### src/rtl/memn2n_fifo_feeder_if.sv
// Handshake bundle between the host input FIFO / command side and the MemN2N feeder.
// The feeder sits on the slave modport; whoever drives commands and the FIFO uses master.
interface memn2n_fifo_feeder_if #(
    parameter int BW_DATA_IN = 32,
    parameter int BW_NUM     = 8
) ();

    logic                  start;
    logic [BW_NUM-1:0]     num_words;
    logic                  fifo_empty;
    logic [BW_DATA_IN-1:0] fifo_dout;
    logic                  fifo_rd_en;
    logic [BW_DATA_IN-1:0] data_out;
    logic                  en;
    logic                  en_init;
    logic                  busy;
    logic                  done;
    logic [BW_NUM-1:0]     word_cnt;

    modport master (
        output start,
        output num_words,
        output fifo_empty,
        output fifo_dout,
        input  fifo_rd_en,
        input  data_out,
        input  en,
        input  en_init,
        input  busy,
        input  done,
        input  word_cnt
    );

    modport slave (
        input  start,
        input  num_words,
        input  fifo_empty,
        input  fifo_dout,
        output fifo_rd_en,
        output data_out,
        output en,
        output en_init,
        output busy,
        output done,
        output word_cnt
    );

endinterface

### src/rtl/memn2n_fifo_feeder.sv
// Pulls story words out of the host input FIFO and sequences en_init/en for the MemN2N core,
// one fixed-length enable window per word, with the final (answer) word getting a short window.
module memn2n_fifo_feeder #(
    parameter int BW_DATA_IN        = 32,
    parameter int BW_CNT            = 16,
    parameter int INIT_PULSE_CYCLES = 1,
    parameter int INIT_WAIT_CYCLES  = 60,
    parameter int RUN_CYCLES        = 40,
    parameter int LAST_RUN_CYCLES   = 1,
    parameter int BW_NUM            = 8
) (
    input  logic                clk,
    input  logic                rst,
    memn2n_fifo_feeder_if.slave bus
);

    // A zero-length window would never terminate the counter compare, so it is clamped to one.
    localparam int INIT_LEN     = (INIT_PULSE_CYCLES < 1) ? 1 : INIT_PULSE_CYCLES;
    localparam int WAIT_LEN     = (INIT_WAIT_CYCLES  < 1) ? 1 : INIT_WAIT_CYCLES;
    localparam int RUN_LEN      = (RUN_CYCLES        < 1) ? 1 : RUN_CYCLES;
    localparam int LAST_RUN_LEN = (LAST_RUN_CYCLES   < 1) ? 1 : LAST_RUN_CYCLES;

    localparam logic [BW_CNT-1:0] INIT_END     = BW_CNT'(INIT_LEN - 1);
    localparam logic [BW_CNT-1:0] WAIT_END     = BW_CNT'(WAIT_LEN - 1);
    localparam logic [BW_CNT-1:0] RUN_END      = BW_CNT'(RUN_LEN - 1);
    localparam logic [BW_CNT-1:0] LAST_RUN_END = BW_CNT'(LAST_RUN_LEN - 1);

    typedef enum logic [2:0] {
        IDLE,
        INIT,
        INIT_WAIT,
        POP,
        LATCH,
        RUN,
        GAP,
        DONE
    } state_t;

    state_t                state;
    state_t                next_state;
    logic [BW_CNT-1:0]     cnt;
    logic [BW_NUM-1:0]     num_latched;
    logic [BW_NUM-1:0]     word_cnt_q;
    logic [BW_DATA_IN-1:0] data_q;
    logic                  last_word;
    logic [BW_CNT-1:0]     run_end;
    logic                  accept;

    logic fifo_rd_en_c;
    logic en_c;
    logic en_init_c;
    logic busy_c;
    logic done_c;

    // word_cnt is bumped in LATCH, so during RUN it already counts the word being presented.
    assign last_word = (word_cnt_q == num_latched);
    assign run_end   = last_word ? LAST_RUN_END : RUN_END;
    assign accept    = (state == IDLE) && bus.start && (bus.num_words != '0);

    always_comb begin
        next_state   = state;
        fifo_rd_en_c = 1'b0;
        en_c         = 1'b0;
        en_init_c    = 1'b0;
        busy_c       = (state != IDLE);
        done_c       = 1'b0;

        case (state)
            IDLE: begin
                if (bus.start) begin
                    next_state = (bus.num_words == '0) ? DONE : INIT;
                end
            end
            INIT: begin
                en_init_c = 1'b1;
                if (cnt == INIT_END) begin
                    next_state = INIT_WAIT;
                end
            end
            INIT_WAIT: begin
                if (cnt == WAIT_END) begin
                    next_state = POP;
                end
            end
            POP: begin
                if (!bus.fifo_empty) begin
                    fifo_rd_en_c = 1'b1;
                    next_state   = LATCH;
                end
            end
            LATCH: begin
                next_state = RUN;
            end
            RUN: begin
                en_c = 1'b1;
                if (cnt == run_end) begin
                    next_state = last_word ? DONE : GAP;
                end
            end
            GAP: begin
                next_state = POP;
            end
            DONE: begin
                done_c     = 1'b1;
                next_state = IDLE;
            end
            default: begin
                next_state = IDLE;
            end
        endcase
    end

    // The cycle counter restarts on every state change, so each state times itself from zero.
    always_ff @(posedge clk) begin
        if (rst) begin
            state <= IDLE;
            cnt   <= '0;
        end else begin
            state <= next_state;
            if (next_state != state) begin
                cnt <= '0;
            end else begin
                cnt <= cnt + 1'b1;
            end
        end
    end

    // fifo_dout is valid in LATCH (one cycle after the pop), and data_out only ever moves there.
    always_ff @(posedge clk) begin
        if (rst) begin
            num_latched <= '0;
            word_cnt_q  <= '0;
            data_q      <= '0;
        end else begin
            if (accept) begin
                num_latched <= bus.num_words;
                word_cnt_q  <= '0;
            end
            if (state == LATCH) begin
                data_q     <= bus.fifo_dout;
                word_cnt_q <= word_cnt_q + 1'b1;
            end
        end
    end

    assign bus.fifo_rd_en = fifo_rd_en_c;
    assign bus.en         = en_c;
    assign bus.en_init    = en_init_c;
    assign bus.busy       = busy_c;
    assign bus.done       = done_c;
    assign bus.data_out   = data_q;
    assign bus.word_cnt   = word_cnt_q;

endmodule

### src/flat_wrapper.sv
// flat-port wrapper written by rule: the top's interface ports become plain ports
module memn2n_fifo_feeder_flat 
#(
    parameter int BW_DATA_IN        = 32,
    parameter int BW_CNT            = 16,
    parameter int INIT_PULSE_CYCLES = 1,
    parameter int INIT_WAIT_CYCLES  = 60,
    parameter int RUN_CYCLES        = 40,
    parameter int LAST_RUN_CYCLES   = 1,
    parameter int BW_NUM            = 8
)
  (clk, rst, bus_start, bus_num_words, bus_fifo_empty, bus_fifo_dout, bus_fifo_rd_en, bus_data_out, bus_en, bus_en_init, bus_busy, bus_done, bus_word_cnt);
  memn2n_fifo_feeder_if #(.BW_DATA_IN(BW_DATA_IN), .BW_NUM(BW_NUM)) bus_i ();
  input  logic clk;
  input  logic rst;
  input wire logic [$bits(bus_i.start)-1:0] bus_start;
  input wire logic [$bits(bus_i.num_words)-1:0] bus_num_words;
  input wire logic [$bits(bus_i.fifo_empty)-1:0] bus_fifo_empty;
  input wire logic [$bits(bus_i.fifo_dout)-1:0] bus_fifo_dout;
  output wire logic [$bits(bus_i.fifo_rd_en)-1:0] bus_fifo_rd_en;
  output wire logic [$bits(bus_i.data_out)-1:0] bus_data_out;
  output wire logic [$bits(bus_i.en)-1:0] bus_en;
  output wire logic [$bits(bus_i.en_init)-1:0] bus_en_init;
  output wire logic [$bits(bus_i.busy)-1:0] bus_busy;
  output wire logic [$bits(bus_i.done)-1:0] bus_done;
  output wire logic [$bits(bus_i.word_cnt)-1:0] bus_word_cnt;
  assign bus_i.start = bus_start;
  assign bus_i.num_words = bus_num_words;
  assign bus_i.fifo_empty = bus_fifo_empty;
  assign bus_i.fifo_dout = bus_fifo_dout;
  assign bus_fifo_rd_en = bus_i.fifo_rd_en;
  assign bus_data_out = bus_i.data_out;
  assign bus_en = bus_i.en;
  assign bus_en_init = bus_i.en_init;
  assign bus_busy = bus_i.busy;
  assign bus_done = bus_i.done;
  assign bus_word_cnt = bus_i.word_cnt;
  memn2n_fifo_feeder #(.BW_DATA_IN(BW_DATA_IN), .BW_CNT(BW_CNT), .INIT_PULSE_CYCLES(INIT_PULSE_CYCLES), .INIT_WAIT_CYCLES(INIT_WAIT_CYCLES), .RUN_CYCLES(RUN_CYCLES), .LAST_RUN_CYCLES(LAST_RUN_CYCLES), .BW_NUM(BW_NUM)) u_core (.clk(clk), .rst(rst), .bus(bus_i));
endmodule
### config.mk
export PLATFORM = sky130hd
export DESIGN_NAME = memn2n_fifo_feeder_flat
export DESIGN_NICKNAME = d
export VERILOG_FILES = /design/src/rtl/memn2n_fifo_feeder_if.sv /design/src/rtl/memn2n_fifo_feeder.sv /design/src/flat_wrapper.sv
export SDC_FILE = /design/constraint.sdc
export NUM_CORES = 1
export LEC_CHECK = 0
export BUFFER_PORTS_ARGS = -buffer_cell sky130_fd_sc_hd__buf_4
export CORE_MARGIN = 2
export CORE_UTILIZATION = 45
export DETAILED_ROUTE_END_ITERATION = 12
export GPL_TIMING_DRIVEN = 0
export PLACE_DENSITY = 0.74
export REMOVE_ABC_BUFFERS = 1
export SETUP_SLACK_MARGIN = 0.3
export SLEW_MARGIN = 20
export SYNTH_ARGS = -nofsm -noshare
export SYNTH_HDL_FRONTEND = slang
export SYNTH_SLANG_ARGS = --single-unit
### constraint.sdc
create_clock -name clk -period 2.1 [get_ports clk]
set_input_delay 0.21 -clock clk [delete_from_list [all_inputs] [get_ports clk]]
set_output_delay 0.21 -clock clk [all_outputs]
set_load 0.05 [all_outputs]
==> impl_metrics.json <==
{
  "worstSetupStartpointType": "flop",
  "insertedDiodeCount": 0,
  "final_cycle_utilization_of_the_critical_path_pct": 102,
  "max_slew_margin_pct": 62.7,
  "vias_per_cell": 5.31,
  "cts_tree": "yes",
  "synth-warning-count": 0,
  "synth_enable_flop_cells": 0,
  "detail_route.drc_violations": 0,
  "violations": "negative setup slack",
  "rsz0062_at_grt": "yes",
  "cp.arrival_ns": 2.37,
  "achievable-frequency_ghz": 0.466,
  "cap_viol_max_count": 0,
  "clock_latency_ns": 0.35,
  "fp.dieArea_sq_um": 7000,
  "fin_ws_ns": -0.0475,
  "worst_clock_skew_ns": 0.00895,
  "routed-via-count": 2826,
  "synthToLayoutAreaGrowth_pct": 40.5,
  "maximum_number_of_pins_on_one_net_before_global_route_repair": 53,
  "layout-drive-gt1-share_pct": 33.0,
  "tritoncts_num_sinks": 67,
  "worst_ep_required_time_ns": 2.33,
  "avgSynthCellArea_sq_um": 8.04,
  "p_leak_uw": 0.00159,
  "synth_flop_cell": "sky130_fd_sc_hd__dfxtp_1",
  "postSynthRegisterBits": 67,
  "gp_routability_congestion": 0.797,
  "first_global_vias": 2767,
  "placement.io_buffers": 88,
  "worst_path_largest_cell_delay_ns": 0.57,
  "grt_remaining_overflow": 0,
  "met3_wirelength_um": 476,
  "cts_made_buffers": 9,
  "drtIter0Drc": 129,
  "topRoutingLayerUsed": "met4",
  "met2_wire_len_um": 3860,
  "starting_density_pct": 45.7,
  "synth.yosys.seq_area_share_pct": 47.0,
  "synth_cell_type_count": 42,
  "power.density_cell_area_nw_per_um2": 741,
  "drt-wirelength-per-cell_um": 14.4,
  "critical_path_class": "reg2reg",
  "pin_count": 89,
  "dieHeight_um": 83.7,
  "endpoint_kind": "flop",
  "finalMaxSlewViolations": 0,
  "fill_cells": 536,
  "status": "finished with violations",
  "place.detailed.hpwl_um": 4900,
  "grt_first_pass_wirelength_um": 12100,
  "die_x_um": 83.7,
  "postCtsHoldBufs": 0,
  "clk_root_buffer_cell": "sky130_fd_sc_hd__clkbuf_8",
  "tightest_slew_ns": 0.555,
  "ys_async_sr_fraction_pct": 0,
  "drt_pre_antenna_iters": 4,
  "nets": 497,
  "mappedNetlistArea_sq_um": 2860,
  "core_region_area_sq_um": 6240,
  "slowest_stage": "sky130_fd_sc_hd__or4_4",
  "floorplan.rows": 29,
  "crit_path_top_cell_by_count": "sky130_fd_sc_hd__or4_4",
  "layout_min_cycle_time_ns": 2.15,
  "netlist_instances": 355,
  "critical_path.reg2reg.startpoint": "u_core.cnt[10]",
  "vdd.ir_drop.worst_uv": 410,
  "worst-r2r-setup-slack_ns": -0.05,
  "finalWirelength_um": 7680,
  "hold_path.startpoint": "bus_fifo_dout[24]",
  "cts.clk_slew.worst_paths_ns": 0.08,
  "timing.hold.worst_path_depth": 3,
  "postLayoutCoreUtil_pct": 64.3,
  "antenna_violations_before_repair": 0,
  "reg2reg_depth": 5,
  "clock_tree.htree_level_count": 3,
  "worst-path-max-fanout": 5,
  "hold_class": "in2reg",
  "finalHoldViolCount": 0,
  "drt.antenna.violating_nets": 0,
  "max-clock-path-buffers": 2,
  "min_delay_worst_endpoint": "u_core.bus.data_out[24]",
  "grt.total_usage_pct": 21.1,
  "cp_cell_sequence": "or4_4, or4_4, a2111o_1, nand3_4, nor3b_1",
  "finalSetupViolations": 6,
  "post-layout-total-power_uw": 2970,
  "drt-met1-wl_um": 3240,
  "timing.rr.end": "u_core.cnt[1]"
}
-- power by group --
part | switching [uW] | total [uW] | internal (uW)
logic | 244 | 433 | 189
registers | 55.9 | 1360 | 1300
clock network | 506 | 1180 | 671
total | 806 | 2970 | 2160
-- layout by cell type, fill, tap and decap left out, types with 3 or more instances in the layout --
| master | n |
|---|---|
| sky130_fd_sc_hd__a22oi_1 | 3 |
| sky130_fd_sc_hd__nand2_1 | 87 |
| sky130_fd_sc_hd__nor2_1 | 27 |
| sky130_fd_sc_hd__or4_4 | 4 |
| sky130_fd_sc_hd__nor3_1 | 9 |
| sky130_fd_sc_hd__xor2_1 | 9 |
| sky130_fd_sc_hd__buf_4 | 100 |
| sky130_fd_sc_hd__ha_1 | 3 |
| sky130_fd_sc_hd__nand3_1 | 11 |
| sky130_fd_sc_hd__and3_1 | 5 |
| sky130_fd_sc_hd__nand4_1 | 5 |
| sky130_fd_sc_hd__dfxtp_4 | 3 |
| sky130_fd_sc_hd__inv_1 | 5 |
| sky130_fd_sc_hd__clkbuf_8 | 9 |
| sky130_fd_sc_hd__xnor2_1 | 16 |
| sky130_fd_sc_hd__dfxtp_1 | 55 |
| sky130_fd_sc_hd__o21ai_0 | 3 |
| sky130_fd_sc_hd__a21oi_1 | 45 |
| sky130_fd_sc_hd__dfxtp_2 | 9 |
-- layer usage --
| metal | track usage, % | vias to the layer above |
|---|---|---|
| met2 | 35.6 | 72 |
| met3 | 6.43 | 10 |
| met1 | 24.9 | 1338 |
| li1 | - | 1406 |
| met4 | 8.80 | 0 |
| met5 | 0 | - |
-- worst max path at each step --
stage	start	end	slack, ns
2_1_floorplan	u_core.state[2]	u_core.bus.word_cnt[7]	-1.11
3_3_place_gp	u_core.state[2]	u_core.bus.word_cnt[2]	-2.71
3_5_place_dp	u_core.state[0]	u_core.bus.word_cnt[3]	-0.25
4_1_cts	u_core.cnt[10]	u_core.cnt[5]	-0.04
5_1_grt	u_core.cnt[0]	u_core.cnt[1]	-0.10
6_report	u_core.cnt[10]	u_core.cnt[1]	-0.05
-- kinds of logic after synthesis --
logic type / count (synthesis) / share of synthesized area (%)
XOR/XNOR: 25 / 7.67
adder cells (fa/ha/maj): 3 / 1.31
AND/OR/NAND/NOR: 170 / 27.4
buffers and inverters: 24 / 3.29
flip-flops: 67 / 47.0
AO/OA/AOI/OAI: 66 / 13.3
-- flip-flops by register name (all words and copies together) (netlist names) --
signal               cells
u_core.bus.data_out     32
u_core.cnt              16
u_core.bus.word_cnt      8
u_core.num_latched       8
u_core.state             3
-- cell type report --
| class | count | area (sq um) | area share [%] |
|---|---|---|---|
| clock buffer | 10 | 128 | 3.18 |
| sequential | 67 | 1360 | 34.0 |
| inverter | 5 | 18.8 | 0.468 |
| tap | 77 | 96.3 | 2.40 |
| multi-input combinational | 266 | 1550 | 38.7 |
| timing repair buffer | 101 | 762 | 19.0 |
| clock inverter | 6 | 90.1 | 2.25 |
-- worst max-delay path: cells and delay by family (launching register included) --
| kind | cells | cell delay (ns) |
|---|---|---|
| compound gates | 1 | 0.42 |
| flops | 1 | 0.35 |
| simple gates | 4 | 1.27 |
-- synth_stat cells (3+ instances only) --
master / number / area, sq um
sky130_fd_sc_hd__dfxtp_1: 67 / 1340
sky130_fd_sc_hd__a22oi_1: 3 / 22.5
sky130_fd_sc_hd__nand3_1: 11 / 55.1
sky130_fd_sc_hd__o21ai_0: 5 / 25.0
sky130_fd_sc_hd__and3_1: 5 / 31.3
sky130_fd_sc_hd__ha_1: 3 / 37.5
sky130_fd_sc_hd__nand4_1: 5 / 31.3
sky130_fd_sc_hd__xnor2_1: 16 / 140
sky130_fd_sc_hd__nor2_1: 27 / 101
sky130_fd_sc_hd__nor3_1: 12 / 60.1
sky130_fd_sc_hd__nor4_1: 4 / 25.0
sky130_fd_sc_hd__a21oi_1: 45 / 225
sky130_fd_sc_hd__xor2_1: 9 / 78.8
sky130_fd_sc_hd__inv_1: 5 / 18.8
sky130_fd_sc_hd__clkbuf_1: 17 / 63.8
sky130_fd_sc_hd__or3_1: 3 / 18.8
sky130_fd_sc_hd__nand2_1: 87 / 327
-- metrics by stage --
stage / instance area (sq um) / hold WS [ns] / setup TNS, ns / worst slack, ns / std cells
after CTS: 3900 / 0.0913 / -0.186 / -0.0416 / 526
final: 4010 / 0.103 / -0.219 / -0.0475 / 532
after global placement: 3540 / 0.442 / -98.95 / -2.71 / 501
after global routing: 4010 / 0.0955 / -0.494 / -0.101 / 532
after detailed placement: 3570 / 0.448 / -2.18 / -0.249 / 504
after floorplan: 2780 / 0.279 / -32.64 / -1.11 / 336
-- timing repair --
action | CTS | global route
setup endpoints to repair | 58 | 53
gates cloned | 0 | 2
resized for setup | 19 | 16
pin swaps | 7 | 4
buffers inserted | 6 | 4
endpoints found under the hold margin | 0 | 0
(Power assumes the default switching activity.)
